$ cat src/rtl/impulse_count_deserializer.sv
// impulse_count_deserializer
// Receive side of the multi-channel impulse counter readout. This block
// reassembles MSB-first serial frames into a per-channel count bank, tracks
// which channels have been refreshed, and serves the bank on a
// combinational read port.
//
// state | meaning
// IDLE  | waiting for sl_in; the first high cycle loads bit 0 and latches addr_in
// SHIFT | frame in progress; sl_in low ends the frame and commits or rejects it
module impulse_count_deserializer #(
  parameter int WIDTH = 16,
  parameter int NCH   = 8
) (
  input  logic             clk,
  input  logic             reset,
  input  logic             serial_in,
  input  logic             sl_in,
  input  logic [3:0]       addr_in,
  input  logic             ovf_in,
  input  logic [2:0]       rd_addr,
  output logic [WIDTH-1:0] rd_data,
  output logic             rd_ovf,
  output logic             frame_valid,
  output logic             frame_err,
  output logic [3:0]       frame_ch,
  input  logic             clr_fresh,
  output logic             all_fresh
);

  // bitcnt must reach WIDTH+1 so that any overlong frame stays distinguishable
  // from an exact-length one.
  localparam int BW = $clog2(WIDTH + 2);
  localparam int CW = (NCH > 1) ? $clog2(NCH) : 1;

  localparam logic [BW-1:0] CNT_ONE  = BW'(1);
  localparam logic [BW-1:0] CNT_FULL = BW'(WIDTH);
  localparam logic [BW-1:0] CNT_SAT  = BW'(WIDTH + 1);
  localparam logic [3:0]    NCH_A    = 4'(NCH);

  typedef enum logic {
    IDLE  = 1'b0,
    SHIFT = 1'b1
  } state_t;

  state_t           state;
  logic [WIDTH-1:0] shift_q;
  logic [BW-1:0]    bitcnt;
  logic [3:0]       addr_q;
  logic [WIDTH-1:0] bank [NCH];
  logic [NCH-1:0]   ovf_q;
  logic [NCH-1:0]   fresh;

  logic             commit_ok;
  logic [CW-1:0]    wr_idx;
  logic [CW-1:0]    rd_idx;
  logic             rd_in_range;

  // A frame is accepted only with exactly WIDTH bits and an address in the bank.
  always_comb begin
    commit_ok = (bitcnt == CNT_FULL) && (addr_q < NCH_A);
    wr_idx    = addr_q[CW-1:0];
  end

  // Frame FSM, bank write, fresh tracking and status pulses.
  always_ff @(posedge clk) begin
    if (reset) begin
      state       <= IDLE;
      shift_q     <= '0;
      bitcnt      <= '0;
      addr_q      <= '0;
      ovf_q       <= '0;
      fresh       <= '0;
      frame_valid <= 1'b0;
      frame_err   <= 1'b0;
      frame_ch    <= '0;
      for (int i = 0; i < NCH; i++) begin
        bank[i] <= '0;
      end
    end else begin
      frame_valid <= 1'b0;
      frame_err   <= 1'b0;

      // Placed ahead of the commit so a same-cycle commit re-sets its own bit.
      if (clr_fresh) begin
        fresh <= '0;
      end

      case (state)
        IDLE: begin
          if (sl_in) begin
            shift_q <= {{(WIDTH-1){1'b0}}, serial_in};
            bitcnt  <= CNT_ONE;
            addr_q  <= addr_in;
            state   <= SHIFT;
          end
        end

        SHIFT: begin
          if (sl_in) begin
            shift_q <= {shift_q[WIDTH-2:0], serial_in};
            if (bitcnt != CNT_SAT) begin
              bitcnt <= bitcnt + CNT_ONE;
            end
          end else begin
            state    <= IDLE;
            frame_ch <= addr_q;
            if (commit_ok) begin
              bank[wr_idx]  <= shift_q;
              ovf_q[wr_idx] <= ovf_in;
              fresh[wr_idx] <= 1'b1;
              frame_valid   <= 1'b1;
            end else begin
              frame_err <= 1'b1;
            end
          end
        end

        default: state <= IDLE;
      endcase
    end
  end

  // Random-access read of the bank; out-of-range addresses read as zero.
  always_comb begin
    rd_in_range = ({1'b0, rd_addr} < NCH_A);
    rd_idx      = rd_addr[CW-1:0];
    rd_data     = '0;
    rd_ovf      = 1'b0;
    if (rd_in_range) begin
      rd_data = bank[rd_idx];
      rd_ovf  = ovf_q[rd_idx];
    end
  end

  // Every channel refreshed since the last clear.
  always_comb begin
    all_fresh = &fresh;
  end

endmodule

$ cat config.mk
export PLATFORM = sky130hd
export DESIGN_NAME = impulse_count_deserializer
export DESIGN_NICKNAME = d
export VERILOG_FILES = /design/src/rtl/impulse_count_deserializer.sv
export SDC_FILE = /design/constraint.sdc
export NUM_CORES = 1
export LEC_CHECK = 0
export BUFFER_PORTS_ARGS = -buffer_cell sky130_fd_sc_hd__buf_2
export CAP_MARGIN = 20
export CORE_ASPECT_RATIO = 0.9
export CORE_UTILIZATION = 56
export DETAILED_ROUTE_END_ITERATION = 8
export PLACE_DENSITY = 0.82
export SLEW_MARGIN = 20
export SYNTH_ARGS = -nofsm -noshare
export SYNTH_HDL_FRONTEND = slang
export SYNTH_SLANG_ARGS = --single-unit
$ cat constraint.sdc
create_clock -name clk -period 1.85 [get_ports clk]
set_clock_uncertainty 0.05 [all_clocks]
set_input_delay 0.0925 -clock clk [delete_from_list [all_inputs] [get_ports clk]]
set_output_delay 0.0925 -clock clk [all_outputs]
set_load 0.05 [all_outputs]
# Word level (Yosys, flattened, before mapping)
# Memory sizes are Yosys's and may differ from the RTL's.
# Index checks and enable logic that the tools add are counted.
[totals]
ff_bits = 48
rom_bits = 0
wordCells = 62
output_inout_bits = 24
mem_count = 1
input_bits = 13
latch_bits = 0
mem_bits_rw = 128
[op_classes]
addsub = 1
div_mod_pow = 0
n_eq_ne = 5
shift = 0
magnitude_cmp = 4
reduce_logical = 10
muxes = 29
n_bitwise = 3
n_mul = 0
[mem_list]
columns = ["name", "depth", "width", "rd", "rd_ports_with_merged_regs", "wr", "line_no", "source"]
rows = [
  ["bank", 8, 16, 1, 0, 8, "49", "logic [WIDTH-1:0] bank [NCH];"],
]
[ops]
columns = ["cell", "n"]
rows = [
  ["$mux W16", 3],
  ["$mux W8", 5],
  ["$pmux W16 S2", 1],
  ["$reduce_or A16 Y1", 1],
  ["$mux W5", 3],
  ["$mux W1", 12],
  ["$pmux W5 S2", 1],
  ["$bwmux W8", 1],
  ["$lt A3 B4 Y1 const B", 2],
  ["$or A8 B8 Y8", 1],
  ["$reduce_and A8 Y1", 1],
  ["$reduce_and A2 Y1", 3],
  ["$reduce_and A3 Y1", 2],
  ["$add A5 B1 Y5 const B", 1],
  ["$eq A5 B5 Y1 const B", 1],
  ["$ne A5 B5 Y1 const B", 1],
  ["$lt A4 B4 Y1 const B", 1],
  ["$ne A2 B2 Y1 const B", 2],
  ["$bmux W1 S3", 1],
  ["$demux W1 S3", 1],
  ["$ge A3 B1 Y1 const B", 1],
  ["$mux W3", 1],
  ["$reduce_or A3 Y1", 1],
  ["$logic_and A1 B1 Y1", 2],
  ["other kinds (2)", 3],
]

# Longest topological paths before layout
# Gate-level depths: netlist (run 1).
[depth]
depth_word = 9
mapped_depth = 7
ltp_nobuf = 5

# Worst setup path after synthesis (run 1)
# OpenSTA, ideal clock, no wires.
[synth_timing]
path_kind = "register to register"
from = "reg bitcnt[0]"
to = "mem bank[5][0] (enable)"
stages_incl_launch_ff = 7
path_buffers = 1
required_time_ps = 1428
setup_ps = 372
arrival_time_ps = 1535
setup_slack_ps = -107
period_less_slack_ps = 1957
cell_sequence = "dfxtp_1 -> inv_1 -> ha_1 -> and4bb_2 -> buf_4 -> nand4_1 -> nand2_1"
[synth_rtl]
columns = ["item", "line_no", "source"]
rows = [
  ["start, declared", "47", "logic [BW-1:0] bitcnt;"],
  ["start signal, assigned", "102", "bitcnt <= bitcnt + CNT_ONE;"],
  ["end, declared", "49", ""],
]

# Worst setup path in the final report (run 1)
[layout_timing]
from = "mem bank[7][11]"
to = "out rd_data[11]"
[layout_between]
elab_chain_len = 1
[layout_lines]
columns = ["item", "line_no", "source"]
rows = [
  ["$mem_v2 Z8 W16", "-", ""],
  ["end, declared", "21", "output logic [WIDTH-1:0] rd_data,"],
]
# No other way between the ends.

==> results.yml, run 1 <==
clocking:
  clkTransAtPathRegs_ns: 0.06
  cts_tree: "done"
  clock_path_buffers: 2
  worst_skew_pair.late_latency_ns: 0.44
  root_buffer: "clkbuf_16"
  htreeDepth: 4
  cts_buffers: 17
  clock-sinks: 176
pwr:
  cellLeakagePower_nw: 3.50
  pwr-share-clk: 0.415
  internal-power_w: 0.00708
  switching_share: 0.223
  p_switching_w: 0.00203
  max-vdd-ir-drop_uv: 647
  power.density_nw_per_um2: 925
  p_comb_frac: 0.101
  power.share.sequential: 0.483
timing:
  fmax_mhz: 508
  slew_headroom: 0.568
  slew_violations: 0
  rsz0062_at_grt: "true"
  setup_slack_ns: -0.119
  period_minus_slack_ns: 1.97
  worstMarginPinSlew_ns: 0.647
  hold_viol: 0
  setup_tns_ns: -1.04
  holdWs_ns: 0.176
  post-route-period-util: 1.06
  setup_viol: 24
worst_setup_path:
  critPathRequiredTime_ns: 1.71
  arrival_ns: 1.83
  rr_endpoint: "bank[7][4]"
  reg2reg_depth: 7
  cp_slowest_cell: "mux4_2"
  endpoint_kind: "output port"
  start_kind: "flip-flop"
  crit_type: "flip-flop to output port"
  crit_end: "rd_data[11]"
  max_stage_delay_ns: 0.54
  rr_startpoint: "bitcnt[1]"
  rrSetupSlack_ns: -0.01
  worst-path-max-fanout: 1
  worstPathCellList: "mux4_2, mux2_4, buf_8"
  cp-startpoint: "bank[7][11]"
layout:
  fin_area_sq_um: 9850
  nets: 654
  fin_cells: 844
  syn2layout_area_growth_pct: 18.6
  drive_gt1_frac: 0.376
  n_antenna_cell: 0
floorplanning:
  fp.dieArea_sq_um: 15300
  ios: 37
  die_y_um: 118
  coreArea_sq_um: 14300
  die-width_um: 130
  start_util: 0.582
  rows: 41
detailed_routing:
  vias_per_cell: 5.90
  routedWlPerCell_um: 21.7
  ant_nets: 0
  top_layer: "met4"
  wl_met1_um: 7300
  dr.pass1.iters: 5
  met2_length_um: 9750
  drc: 0
  routed_wl_um: 18400
  route.met3.wl_um: 982
  drt_iter0_markers: 546
  num_vias: 4981
logic_synthesis:
  synthArstFlopShare: 0
  syn_area_sq_um: 8310
  ys.flop_type: "edfxtp_1"
  synth-edff-count: 128
  synth_cell_type_count: 43
  yosysWarningCount: 0
  synth_fp_nets: 591
  syn_area_per_cell_sq_um: 14.4
  synth_seq_area_share: 0.578
  syn-instance-count: 575
  ys_seq_elements: 176
placed_design:
  place_inst: 793
  gp_congestion: 0.770
  port_buffers: 36
  dpl_cell_area_sq_um: 8880
  hpwl_um: 11300
  place_ws_ns: -0.133
hold_path:
  min_path_type: "input pin to flip-flop"
outcome:
  status: "finished with violations"
  violations: "negative setup slack"
grt:
  grt_pass1_vias: 5116
  track_usage: 0.251
  grt_max_degree: 42
  grt_antenna_before_repair: 0
  grt_first_pass_wirelength_um: 28000
  grt_remaining_overflow: 0
run:
  drv_cap: 0
[worst min-delay path by stage]
stage / start / endpoint / slack (ns) / depth (start not counted)
2_1_floorplan: ovf_in / ovf_q[1] / 0.16 / 1
3_3_place_gp: addr_in[2] / addr_q[2] / 0.28 / 3
6_report: sl_in / state / 0.18 / 3
3_5_place_dp: addr_in[1] / addr_q[1] / 0.30 / 3
4_1_cts: sl_in / state / 0.15 / 3
5_1_grt: sl_in / state / 0.21 / 3
[metrics by stage]
step | total power [W] | utilization
6_report | 0.00912 | 0.691
2_1_floorplan | 0.00498 | -
3_5_place_dp | 0.00523 | 0.623
5_1_grt | 0.00934 | 0.691
4_1_cts | 0.00910 | 0.681
3_3_place_gp | 0.00520 | 0.623
[cells in the mapped netlist (2+ instances only)]
library cell	count	area [sq um]
nor3_1	7	35.0
clkbuf_1	21	78.8
nor2_1	15	56.3
a2bb2o_4	2	40.0
buf_2	4	20.0
mux2_2	17	191
nand4_1	6	37.5
mux4_1	28	736
and3_1	2	12.5
o21ai_1	4	20.0
ha_1	3	37.5
and2_1	66	413
a21o_1	4	30.0
nor2b_1	6	37.5
and4b_1	2	20.0
edfxtp_1	128	3840
and4bb_2	2	25.0
buf_6	10	113
o21a_1	2	15.0
clkinv_1	2	7.51
a41o_1	2	20.0
xor2_1	2	17.5
buf_1	2	7.51
mux2i_1	16	160
mux4_2	6	135
nor3_2	60	601
dfxtp_1	48	961
nand2b_1	15	93.8
nand3_1	21	105
a21oi_1	15	75.1
nand2_1	19	71.3
buf_4	7	52.6
and4_1	2	17.5
inv_1	20	75.1
[layout by cell type (no fill, tap or decap), types with 3 or more instances in the layout]
cell | synthesis | layout
nand3_1 | 21 | 21
mux4_2 | 6 | 33
nand2_2 | 0 | 6
buf_4 | 7 | 21
bufinv_16 | 0 | 4
nand2_1 | 19 | 13
buf_2 | 4 | 20
buf_6 | 10 | 15
buf_12 | 1 | 14
dfxtp_2 | 0 | 3
dlygate4sd3_1 | 0 | 10
nand4_1 | 6 | 6
inv_1 | 20 | 18
nor3_1 | 7 | 7
nor2b_1 | 6 | 6
mux2_4 | 0 | 17
a21oi_1 | 15 | 15
clkinv_2 | 0 | 5
edfxtp_1 | 128 | 128
dfxtp_1 | 48 | 45
clkbuf_16 | 0 | 19
nor3_2 | 60 | 59
nand2b_1 | 15 | 15
and2_1 | 66 | 65
mux2i_1 | 16 | 16
o21ai_1 | 4 | 4
a21o_1 | 4 | 4
buf_8 | 0 | 7
nor2_1 | 15 | 15
[cell type report]
| cell class | instances | area [sq um] |
|---|---|---|
| clock buffer | 21 | 460 |
| timing repair buffer | 89 | 962 |
| clock inverter | 11 | 163 |
| fill | 969 | 4410 |
| inverter | 22 | 82.6 |
| tap | 193 | 241 |
| sequential | 176 | 4810 |
| multi-input combinational | 332 | 3130 |
[power groups by stage]
stage	Sequential [W]	Combinational [W]	Clock (W)
4_1_cts	0.00441	0.000888	0.00381
3_3_place_gp	0.00447	0.000733	0
2_1_floorplan	0.00447	0.000517	0
3_5_place_dp	0.00448	0.000749	0
5_1_grt	0.00442	0.000965	0.00396
6_report	0.00441	0.000922	0.00379
[logic make-up (layout without fill, tap and decap cells)]
family | Yosys count | after routing | share of synthesized area
AOI/OAI and AO/OA | 31 | 31 | 0.0258
xor gates and xnor gates | 2 | 2 | 0.00211
adders and majority gates | 3 | 3 | 0.00452
buffers and inverters | 67 | 143 | 0.0450
DFF | 176 | 176 | 0.578
muxes | 67 | 67 | 0.147
and+or+nand+nor | 229 | 229 | 0.197
[flip-flops by register name (all words and copies together) (netlist names)]
signal	flops
ovf_q	8
frame_err	1
addr_q	4
state	1
bitcnt	5
frame_ch	4
bank	128
fresh	8
shift_q	16
frame_valid	1
[per-layer routing]
layer / global-route usage / vias to the layer above
li1: - / 2235
met1: 0.310 / 2507
met2: 0.436 / 207
met3: 0.0536 / 32
met4: 0.0805 / 0
met5: 0 / -
[worst max-delay path: cells and delay by family (launching register included)]
| family | cells | cell delay (ns) |
|---|---|---|
| flip-flops | 1 | 0.39 |
| buffers and inverters | 1 | 0.15 |
| multiplexers | 2 | 0.84 |
[timing repair]
action                                  CTS  global route
buffers inserted                          0             6
pin swaps                                 0             2
gates cloned                              0             3
hold buffers                             10             0
endpoints found under the setup margin   51           109
endpoints found under the hold margin    12             0
gates resized for setup                  85            18
No activity file was read; power rests on OpenSTA's default activity.
==> run 2, diff against run 1 <==
HOLD_SLACK_MARGIN = 0.08   (was default)
PLACE_DENSITY = 0.76   (was 0.82)
==> run 2 against run 1 <==
Compared with the run above:
- worst hold slack better by 0.043 ns
- power is 5.3% lower
- setup slack better by 0.036 ns
- core utilization decreased by 0.21 points
- via count is 0.38% lower
- largest power group unchanged
- sequential power barely moved
- first-iteration DRC count is 39% lower
- the run still ends with negative setup slack left
==> results.yml, run 2 (synthesized netlist as in run 1, its figures left out) <==
floorplanning:
  coreArea_sq_um: 14300
  fp.dieArea_sq_um: 15300
  rows: 41
  die_y_um: 118
  start_util: 0.582
  ios: 37
  die-width_um: 130
grt:
  grt_remaining_overflow: 0
  grt_max_degree: 42
  grt_first_pass_wirelength_um: 27700
  track_usage: 0.246
  grt_pass1_vias: 5131
  grt_antenna_before_repair: 0
layout:
  drive_gt1_frac: 0.369
  regMostFlops: "bank"
  layout_commonest_cell: "edfxtp_1"
  largest_reg_flops: 128
  reg.largest.list: "bank (128), shift_q (16)"
  syn2layout_area_growth_pct: 18.2
  fin_cells: 849
  nets: 659
  multi_input_area_sq_um: 3140
  final_core_util: 0.689
  regArea_sq_um: 4810
  n_fill_cell: 970
  mostFrequentLayoutCells: "128 x edfxtp_1, 66 x and2_1, 60 x nor3_2, 45 x dfxtp_1, 32 x buf_4"
  fin_area_sq_um: 9820
  n_antenna_cell: 0
worst_setup_path:
  worstPathCellList: "mux4_2, mux2_4, buf_6"
  cp_slowest_cell: "mux4_2"
  max_stage_delay_ns: 0.53
  crit_type: "flip-flop to output port"
  start_kind: "flip-flop"
  worst-path-max-fanout: 1
  critPathRequiredTime_ns: 1.71
  crit_family: "multiplexers"
  endpoint_kind: "output port"
  arrival_ns: 1.79
  rr_endpoint: "bank[5][0]"
  rrSetupSlack_ns: 0.03
  reg2reg_depth: 8
  crit_buf_inv: 1
  cp-startpoint: "bank[3][2]"
  rr_startpoint: "bitcnt[0]"
timing:
  hold_viol: 0
  slew_violations: 0
  setup_slack_ns: -0.0828
  holdWs_ns: 0.220
  slew_headroom: 0.573
  post-route-period-util: 1.04
  rsz0062_at_grt: "true"
  period_minus_slack_ns: 1.93
  worstMarginPinSlew_ns: 0.641
  setup_viol: 16
  fmax_mhz: 517
hold_path:
  min_from: "sl_in"
  min_to: "state"
  min_path_type: "input pin to flip-flop"
  holdPathStages: 3
outcome:
  violations: "negative setup slack"
  status: "finished with violations"
clocking:
  htreeDepth: 4
  worst_skew_pair.late_latency_ns: 0.42
  cts_buffers: 17
  clkTransAtPathRegs_ns: 0.06
  clock-sinks: 176
  clock_path_buffers: 2
  cts_tree: "done"
  root_buffer: "clkbuf_16"
pwr:
  cellLeakagePower_nw: 3.49
  power.density_nw_per_um2: 879
  max-vdd-ir-drop_uv: 702
detailed_routing:
  routedWlPerCell_um: 20.7
  drt_iter0_markers: 334
  drc: 0
  ant_nets: 0
  num_vias: 4962
  routed_wl_um: 17600
  dr.pass1.iters: 4
  vias_per_cell: 5.84
run:
  drv_cap: 0
placed_design:
  hpwl_um: 10800
  gp_congestion: 0.747
  dpl_cell_area_sq_um: 8890
  place_inst: 792
  port_buffers: 36
## run 2: timing repair
item / in CTS / in global routing
hold endpoints to repair: 26 / 0
pin swaps: 4 / 2
hold buffers: 8 / 0
endpoints found under the setup margin: 71 / 123
resized for setup: 79 / 11
gates cloned: 2 / 0
setup buffers: 5 / 11
## run 2: cell type report
| class | instances | share of cell area |
|---|---|---|
| multi-input cells | 332 | 0.320 |
| clock buffers | 27 | 0.0535 |
| well taps | 193 | 0.0246 |
| inverters | 22 | 0.00841 |
| repair buffers | 94 | 0.101 |
| flip-flops and latches | 176 | 0.490 |
| clock inverters | 5 | 0.00268 |
## run 2: worst reg2reg max path, delay by kind of cell (launching register included)
kind | cells | cell delay (ns)
buf+inv | 4 | 0.44
simple gates | 3 | 0.58
flops | 1 | 0.32
fa+ha+maj | 1 | 0.14
## run 2: metrics by stage
stage,total power (W),setup TNS [ns],worst slack [ns]
finish,0.00863,-0.619,-0.0828
global route,0.00888,-1.48,-0.116
global placement,0.00520,-0.0685,-0.00634
CTS,0.00865,-1.57,-0.0958
detailed placement,0.00522,-1.65,-0.0962
floorplan,0.00498,0,0.0466
## run 2: power breakdown
group	total (W)	switching [W]	leakage (nW)	internal, W
logic	0.000897	0.000507	1.57	0.000391
clock network	0.00333	0.00139	0.276	0.00194
registers	0.00440	0.0000493	1.64	0.00435
total	0.00863	0.00194	3.49	0.00669
## run 2: per-layer routing
metal,vias to the layer above,GRT usage,part of all wire
met2,160,0.399,0.50
met1,2517,0.327,0.41
met3,26,0.0491,0.061
met4,0,0.0920,0.021
met5,-,0,0
li1,2259,-,-
## run 2: worst max path at each step
stage / slack [ns] / end / cells after the start
5_1_grt: -0.12 / rd_data[2] / 3
6_report: -0.08 / rd_data[2] / 3
2_1_floorplan: 0.05 / bank[5][0] / 6
4_1_cts: -0.1 / rd_data[2] / 3
3_5_place_dp: -0.1 / bank[3][9] / 5
3_3_place_gp: -0.006 / bank[3][4] / 5
==> run 3, diff against run 2 <==
BUFFER_PORTS_ARGS = default   (was -buffer_cell sky130_fd_sc_hd__buf_2)
CORE_UTILIZATION = 57   (was 56)
DONT_BUFFER_PORTS = 1   (was default)
PLACE_DENSITY = 0.75   (was 0.76)
==> run 3 against run 2 <==
Compared with the run above:
- the flow now finishes without violations
- global-route usage up 0.78 points
- setup slack better by 0.089 ns
- worst hold slack worse by 0.11 ns
- sequential power about the same
- critical path depth down 1
- sequential cell count unchanged
- combinational power down 22%
- core utilization down 1.3 points
- cell count down 4.7%
- die area down 1.7%
- critical endpoint is now rd_data[0]
- highest routed layer unchanged
==> results.yml, run 3 (synthesized netlist as in run 1, its figures left out) <==
outcome:
  status: "completed"
clocking:
  worst_skew_pair.late_latency_ns: 0.43
  clock-sinks: 176
  cts_tree: "done"
  root_buffer: "clkbuf_16"
  htreeDepth: 4
  clkTransAtPathRegs_ns: 0.06
  cts_buffers: 17
  clock_path_buffers: 2
detailed_routing:
  drt_iter0_markers: 394
  num_vias: 4847
  routed_wl_um: 18100
  routedWlPerCell_um: 22.4
  ant_nets: 0
  drc: 0
  dr.pass1.iters: 5
  vias_per_cell: 5.99
floorplanning:
  coreArea_sq_um: 14100
  die-width_um: 129
  fp.dieArea_sq_um: 15100
  ios: 37
  rows: 41
  die_y_um: 117
  start_util: 0.589
timing:
  setup_viol: 0
  slew_violations: 0
  fmax_mhz: 542
  slew_headroom: 0.599
  hold_viol: 0
  worstMarginPinSlew_ns: 0.598
  rsz0062_at_grt: "true"
  post-route-period-util: 0.997
  period_minus_slack_ns: 1.84
pwr:
  power.density_nw_per_um2: 915
  cellLeakagePower_nw: 3.31
  p_comb_frac: 0.080
  p_switching_w: 0.00197
  max-vdd-ir-drop_uv: 748
  power_w: 0.00872
  power.share.sequential: 0.506
  switching_share: 0.226
  internal-power_w: 0.00675
  pwr-share-clk: 0.414
layout:
  final_core_util: 0.675
  syn2layout_area_growth_pct: 14.7
  drive_gt1_frac: 0.312
  fin_area_sq_um: 9530
  reg.largest.list: "bank (128), shift_q (16)"
  largest_reg_flops: 128
  fin_cells: 809
  mostFrequentLayoutCells: "128 x edfxtp_1, 66 x and2_1, 60 x nor3_2, 47 x dfxtp_1"
  n_antenna_cell: 0
  regMostFlops: "bank"
  layout_commonest_cell: "edfxtp_1"
  nets: 619
placed_design:
  gp_congestion: 0.759
  dpl_cell_area_sq_um: 8680
  hpwl_um: 10700
  place_inst: 756
  port_buffers: 0
grt:
  grt_pass1_vias: 4957
  track_usage: 0.254
  grt_max_degree: 40
  grt_first_pass_wirelength_um: 27400
  grt_remaining_overflow: 0
  grt_antenna_before_repair: 0
worst_setup_path:
  endpoint_kind: "output port"
  arrival_ns: 1.70
  rrSetupSlack_ns: 0.02
  crit_type: "flip-flop to output port"
  start_kind: "flip-flop"
  worst-path-max-fanout: 1
  critPathRequiredTime_ns: 1.71
run:
  drv_cap: 0
hold_path:
  min_path_type: "input pin to flip-flop"
==> run 3: cell count changes in the layout (fill, tap and decap cells not counted), moves of 4 or more <==
cell | before | now
buf_8 | 5 | 0
buf_4 | 32 | 24
clkbuf_1 | 6 | 0
mux4_1 | 6 | 10
dlygate4sd3_1 | 8 | 12
buf_6 | 13 | 0
clkinvlp_4 | 0 | 4
mux4_2 | 28 | 24
mux2_4 | 13 | 17
mux2_2 | 4 | 0
buf_2 | 19 | 0
==> run 3: worst paths after layout <==
| path | startpoint | end | depth (start not counted) |
|---|---|---|---|
| worst min register to register | fresh[4] | fresh[4] | 2 |
| worst max-delay path | bank[2][0] | rd_data[0] | 2 |
| worst min-delay path | reset | fresh[1] | 3 |
| worst max register to register | bitcnt[0] | bank[5][10] | 6 |
==> run 3: layout make-up <==
cell class	count	area [sq um]
clock buffers	17	425
clock inverters	15	168
fillers	982	4580
inverters	22	82.6
multi-input cells	334	3180
flip-flops and latches	176	4810
well taps	193	241
repair buffers	52	626
==> run 3: through the flow <==
| step | hold WS (ns) | setup WS, ns | setup TNS, ns |
|---|---|---|---|
| 2_1_floorplan | 0.158 | 0.0466 | 0 |
| 3_3_place_gp | 0.113 | -0.104 | -3.04 |
| 4_1_cts | 0.0912 | -0.0119 | -0.0279 |
| 6_report | 0.108 | 0.00614 | 0 |
| 5_1_grt | 0.109 | -0.0582 | -2.04 |
| 3_5_place_dp | 0.118 | -0.201 | -7.75 |
==> run 3: routing by layer <==
layer  global-route usage  up-vias  share of wire  wire length [um]
li1                     -     2192              -                 -
met1                0.337     2487           0.43              7750
met2                0.420      147           0.50              9050
met3               0.0531       21          0.057              1030
met4               0.0847        0          0.015               273
met5                    0        -              0                 0
==> run 3: critical path, cell delays in order (launching register included) <==
cell,delay [ns]
edfxtp_1,0.38
mux4_2,0.51
mux2_4,0.38
==> run 3: timing repair <==
| item | in CTS | in global routing |
|---|---|---|
| hold buffers | 14 | 0 |
| endpoints found under the setup margin | 155 | 91 |
| gates cloned | 0 | 3 |
| endpoints found under the hold margin | 79 | 0 |
| resized for setup | 35 | 6 |
| pin swaps | 0 | 2 |
| setup buffers | 0 | 4 |
==> run 3: power groups by stage <==
stage / clock network, W / registers (W) / logic [W]
2_1_floorplan: 0 / 0.00447 / 0.000517
3_3_place_gp: 0 / 0.00448 / 0.000599
3_5_place_dp: 0 / 0.00449 / 0.000607
4_1_cts: 0.00363 / 0.00441 / 0.000694
5_1_grt: 0.00378 / 0.00442 / 0.000730
6_report: 0.00361 / 0.00441 / 0.000699
